<file path="src/rtl/cbrt_rr_sched.sv">
// Round-robin scheduler that shares one cbrt core among N_REQ requesters.
// Optional one-entry result cache: define CBRT_SCHED_CACHE_EN to enable it.
module cbrt_rr_sched #(
    parameter int N_REQ = 4,
    parameter int IN_W  = 8,
    parameter int OUT_W = 4
) (
    input  logic                    clk_i,
    input  logic                    rst_i,
    input  logic [N_REQ-1:0]        req_i,
    input  logic [N_REQ*IN_W-1:0]   req_a_bi,
    output logic [N_REQ-1:0]        grant_o,
    output logic [N_REQ-1:0]        done_o,
    output logic [OUT_W-1:0]        y_bo,
    output logic                    busy_o,
    output logic                    cbrt_start_o,
    output logic [IN_W-1:0]         cbrt_a_bo,
    input  logic [1:0]              cbrt_busy_i,
    input  logic [OUT_W-1:0]        cbrt_y_bi
);

    localparam int IDX_W = $clog2(N_REQ);

    typedef enum logic [2:0] {
        IDLE,
        START,
        WAIT_BUSY,
        WAIT_DONE,
        CAPTURE
    } state_t;

    state_t             r_state;
    state_t             w_nextState;
    logic [IDX_W-1:0]   r_ptr;
    logic [IDX_W-1:0]   r_owner;
    logic [IDX_W-1:0]   w_winner;
    logic [IDX_W-1:0]   w_nextPtr;
    logic [IDX_W:0]     w_scan;
    logic               w_found;
    logic [IN_W-1:0]    r_operand;
    logic [IN_W-1:0]    w_winOperand;
    logic [OUT_W-1:0]   r_y;
    logic [OUT_W-1:0]   w_hitY;
    logic [1:0]         r_waitCnt;
    logic               w_coreBusy;
    logic               w_cacheHit;

    assign w_coreBusy   = |cbrt_busy_i;
    assign w_winOperand = req_a_bi[w_winner*IN_W +: IN_W];
    assign w_nextPtr    = (w_winner == IDX_W'(N_REQ-1)) ? '0 : w_winner + 1'b1;

    // Scan requests starting at the round-robin pointer, wrapping at N_REQ.
    always_comb begin
        w_found  = 1'b0;
        w_winner = '0;
        w_scan   = '0;
        for (int i = 0; i < N_REQ; i++) begin
            w_scan = {1'b0, r_ptr} + (IDX_W+1)'(i);
            if (w_scan >= (IDX_W+1)'(N_REQ)) begin
                w_scan = w_scan - (IDX_W+1)'(N_REQ);
            end
            if (!w_found && req_i[w_scan[IDX_W-1:0]]) begin
                w_found  = 1'b1;
                w_winner = w_scan[IDX_W-1:0];
            end
        end
    end

`ifdef CBRT_SCHED_CACHE_EN
    logic               r_cacheValid;
    logic [IN_W-1:0]    r_cacheA;
    logic [OUT_W-1:0]   r_cacheY;

    assign w_cacheHit = r_cacheValid && (w_winOperand == r_cacheA);
    assign w_hitY     = r_cacheY;

    always_ff @(posedge clk_i or posedge rst_i) begin
        if (rst_i) begin
            r_cacheValid <= 1'b0;
            r_cacheA     <= '0;
            r_cacheY     <= '0;
        end else if (r_state == CAPTURE) begin
            r_cacheValid <= 1'b1;
            r_cacheA     <= r_operand;
            r_cacheY     <= r_y;
        end
    end
`else
    assign w_cacheHit = 1'b0;
    assign w_hitY     = '0;
`endif

    always_ff @(posedge clk_i or posedge rst_i) begin
        if (rst_i) begin
            r_state <= IDLE;
        end else begin
            r_state <= w_nextState;
        end
    end

    // Grant is suppressed while reset is asserted so every output reads 0.
    always_comb begin
        w_nextState  = r_state;
        grant_o      = '0;
        done_o       = '0;
        cbrt_start_o = 1'b0;
        case (r_state)
            IDLE: begin
                if (w_found && !rst_i) begin
                    grant_o[w_winner] = 1'b1;
                    w_nextState       = w_cacheHit ? CAPTURE : START;
                end
            end
            START: begin
                cbrt_start_o = 1'b1;
                w_nextState  = WAIT_BUSY;
            end
            WAIT_BUSY: begin
                if (w_coreBusy) begin
                    w_nextState = WAIT_DONE;
                end else if (r_waitCnt == 2'd3) begin
                    w_nextState = CAPTURE;
                end
            end
            WAIT_DONE: begin
                if (!w_coreBusy) begin
                    w_nextState = CAPTURE;
                end
            end
            CAPTURE: begin
                done_o[r_owner] = 1'b1;
                w_nextState     = IDLE;
            end
            default: begin
                w_nextState = IDLE;
            end
        endcase
    end

    // The result is latched on entry to CAPTURE so it is valid alongside done_o.
    always_ff @(posedge clk_i or posedge rst_i) begin
        if (rst_i) begin
            r_ptr     <= '0;
            r_owner   <= '0;
            r_operand <= '0;
            r_y       <= '0;
            r_waitCnt <= '0;
        end else begin
            if (r_state == IDLE && w_found) begin
                r_ptr     <= w_nextPtr;
                r_owner   <= w_winner;
                r_operand <= w_winOperand;
            end
            if (r_state == START) begin
                r_waitCnt <= '0;
            end else if (r_state == WAIT_BUSY) begin
                r_waitCnt <= r_waitCnt + 2'd1;
            end
            if (r_state != CAPTURE && w_nextState == CAPTURE) begin
                r_y <= (r_state == IDLE) ? w_hitY : cbrt_y_bi;
            end
        end
    end

    assign busy_o    = (r_state != IDLE);
    assign y_bo      = r_y;
    assign cbrt_a_bo = r_operand;

endmodule

</file>
<file path="config.mk">
export PLATFORM = sky130hd
export DESIGN_NAME = cbrt_rr_sched
export DESIGN_NICKNAME = d
export VERILOG_FILES = /design/src/rtl/cbrt_rr_sched.sv
export SDC_FILE = /design/constraint.sdc
export NUM_CORES = 1
export LEC_CHECK = 0
export ABC_AREA = 1
export CAP_MARGIN = 20
export CORE_MARGIN = 5
export CORE_UTILIZATION = 30
export CTS_CLUSTER_SIZE = 30
export DETAILED_ROUTE_END_ITERATION = 10
export HOLD_SLACK_MARGIN = 0.12
export SYNTH_ARGS = -nofsm -noshare
export SYNTH_HDL_FRONTEND = slang
export SYNTH_SLANG_ARGS = --single-unit
</file>
<file path="constraint.sdc">
create_clock -name clk_i -period 2.81 [get_ports clk_i]
set_input_delay 0.562 -clock clk_i [delete_from_list [all_inputs] [get_ports clk_i]]
set_output_delay 0.562 -clock clk_i [all_outputs]
set_load 0.005 [all_outputs]
</file>
==> run metrics <==
outcome complete, no violations; Setup violations, final 0; commonest non-fill, non-tap cell in the layout nand2_1; Worst Tran Pin Value 0.363 ns; pin count of the biggest net entering global routing 22; hold_buf cts 0; grt total ovfl 0; antenna cells 0; Worst Setup End Kind output pin; Port Buf Inserts 65; DP Worst Slack -0.426 ns; met1 Usage GRT approximately 16%; Worst path top cell family by delay simple AND/OR/NAND/NOR gates; Yosys reg bits 21; Seq/Total Area, Yosys 30.2%; first-pass GRT wire length roughly 8000 µm; Starting Density 31.3%; leak pwr about 1.4 nW; Hold Crit Class reg2reg; H-Tree Depth 1; CP max stage delay 0.44 ns; clk root buf clkbuf_8; VDD IR max 413 µV; CP Data Arrival Time between 2 and 2.5 ns; final worst slack 0.130 ns; critical path data required time about 2.3 ns; initial antenna violation count 0; synthesized area per cell 6.55 µm²; final worst-path cycle share 95.4%; CP max stage cell dfrtp_1; post-synth net total 315; max cap viols 0; Area Growth Syn to Fin 50.6%; Core Region between 5000 and 6000 µm²; Max-Slew Margin vs Limit 75.6%; Final Skew 0.00237 ns; worst hold slack 0.486 ns; Hold Vio Cnt, Final 0; crit path cell chain inv_2 -> nand2_1 -> nand2_1 -> nand2_1 -> nand2_1 -> nor2_1 -> nor2_1 -> nand2_4 -> nand2_8 -> inv_4 -> ha_1 -> inv_1 -> nor2_1 -> buf_2; wire per inst 11.5 µm; die area ~7400 µm²; library cells used by synthesis 28; die height 86.2 µm; most frequent cells in the layout 71 x nand2_1, 57 x clkdlybuf4s50_1, 49 x inv_1; Initial DRT Pass Iterations 4; Clock Path Buffers 2; startpoint class of the critical path register; Critical path buffers and inverters 4; I/O Pins 66; layer with the highest usage met2; worst-path maximum fanout 9; fin crit period 2.68 ns; CP most frequent cell nand2_1; Max Slew Vio Count 0; drt drc 0; setup_tns 0 ns; Synth Cell Area between 1500 and 2000 µm²; row count 27; Setup CP Type reg2out; Nets between 300 and 400; Mapped Cells about 270; routed vias/inst 4.47; placed inst area 2530 µm²; power per cell area 1170 nW/µm²; clock latency on the worst-skew pair 0.26 ns; post-route cell area 2630 µm²; Routed Antenna Nets 0; cts bufs inserted 3; width of the die 86.2 µm; Yosys warning count 0; met2 usage 21.9%; clock sinks 21; detailed placer's ending HPWL 3760 µm; final RePlAce weighted congestion 0.819; DRT Wirelength ~4800 µm; gr usage total between 10% and 20%; GR Layer Usage met3 about 4.2%; DR iter-0 viols 31; FMAX 373 MHz; Vias between 1,500 and 2,000; CTS tree yes; Clk pin slew, worst setup/hold paths 0.08 ns; vias in the first global route 1,877; layout cells sized above 1 20.3%
## tightest hold or removal path, delay by kind of cell, from the launching register on
family           cells  cell delay (ns)
DFF                  1             0.35
and+or+nand+nor      2             0.11
## power by group
| group | switching, mW | total (mW) | internal (mW) |
|---|---|---|---|
| logic | 1.34 | 2.32 | 0.979 |
| clock network | 0.103 | 0.202 | 0.0987 |
| registers | 0.103 | 0.554 | 0.451 |
## repair_timing
item | CTS | global route
setup buffers | 0 | 0
gates resized for setup | 29 | 15
endpoints found under the setup margin | 4 | 4
pin swaps | 5 | 5
## cell type report
type                            count  area [µm²]
Fill cell                         591        2950
Multi-Input combinational cell    181         986
Timing Repair Buffer               81         757
Sequential cell                    21         526
Inverter                           58         220
Tap cell                           72        90.1
Clock buffer                        3        41.3
Clock inverter                      1        5.00
## worst paths after layout
check                              from      endpoint  slack (ns)  depth (start not counted)
setup reg to reg               r_ptr[0]  cbrt_a_bo[2]        0.71                         15
hold reg to reg            cbrt_a_bo[5]  cbrt_a_bo[5]        0.49                          2
max in group asynchronous         rst_i  cbrt_a_bo[4]        1.87                          3
min in group asynchronous         rst_i    r_state[2]        0.72                          3
setup / recovery               r_ptr[0]    grant_o[1]        0.13                         14
hold / removal             cbrt_a_bo[5]  cbrt_a_bo[5]        0.49                          2
## cells by family after synthesis
kind of cell / count (synthesis) / synth area share (%)
AO/OA/AOI/OAI: 16 / 5.67
adder cells (fa/ha/maj): 5 / 3.59
buffers and inverters: 64 / 16.9
flip-flops: 21 / 30.2
AND/OR/NAND/NOR: 160 / 43.6
## stage by stage
step	instances	total power, mW	util, %
finish	417	3.08	47.1
global route	417	3.41	47.1
CTS	417	3.04	46.3
detailed placement	413	2.79	45.3
global placement	413	2.76	45.3
floorplan	266	2.08	-
## sequential cells by signal, summed over array words and instances (netlist names)
register and cells:
y_bo 4, r_ptr 2, cbrt_a_bo 8, r_state 3, r_owner 2, r_waitCnt 2
## metal layers
metal	part of all wire, %	up-vias
met3	6.6	2
met2	47	40
met4	0.44	0
met5	0	-
met1	46	851
li1	-	971
## synthesized netlist by cell type
| cell | n | area (µm²) |
|---|---|---|
| a2111oi_2 | 1 | 15.0 |
| a21oi_1 | 3 | 15.0 |
| a31oi_1 | 1 | 6.26 |
| buf_12 | 1 | 20.0 |
| buf_4 | 1 | 7.51 |
| buf_6 | 2 | 22.5 |
| clkbuf_8 | 2 | 27.5 |
| dfrtp_1 | 21 | 526 |
| ha_1 | 5 | 62.6 |
| inv_1 | 55 | 206 |
| inv_2 | 3 | 11.3 |
| nand2_1 | 78 | 293 |
| nand2_2 | 14 | 87.6 |
| nand2_4 | 1 | 11.3 |
| nand2_8 | 1 | 20.0 |
| nand3_1 | 43 | 215 |
| nand3_2 | 4 | 40.0 |
| nand4_1 | 1 | 6.26 |
| nor2_1 | 9 | 33.8 |
| nor2_2 | 1 | 6.26 |
| nor2_4 | 1 | 11.3 |
| nor3_1 | 6 | 30.0 |
| o21a_1 | 1 | 7.51 |
| o21ai_0 | 7 | 35.0 |
| o21ai_1 | 1 | 5.00 |
| o21ai_2 | 1 | 8.76 |
| o22ai_1 | 1 | 6.26 |
| or2_1 | 1 | 6.26 |
(Power assumes the default switching activity.)
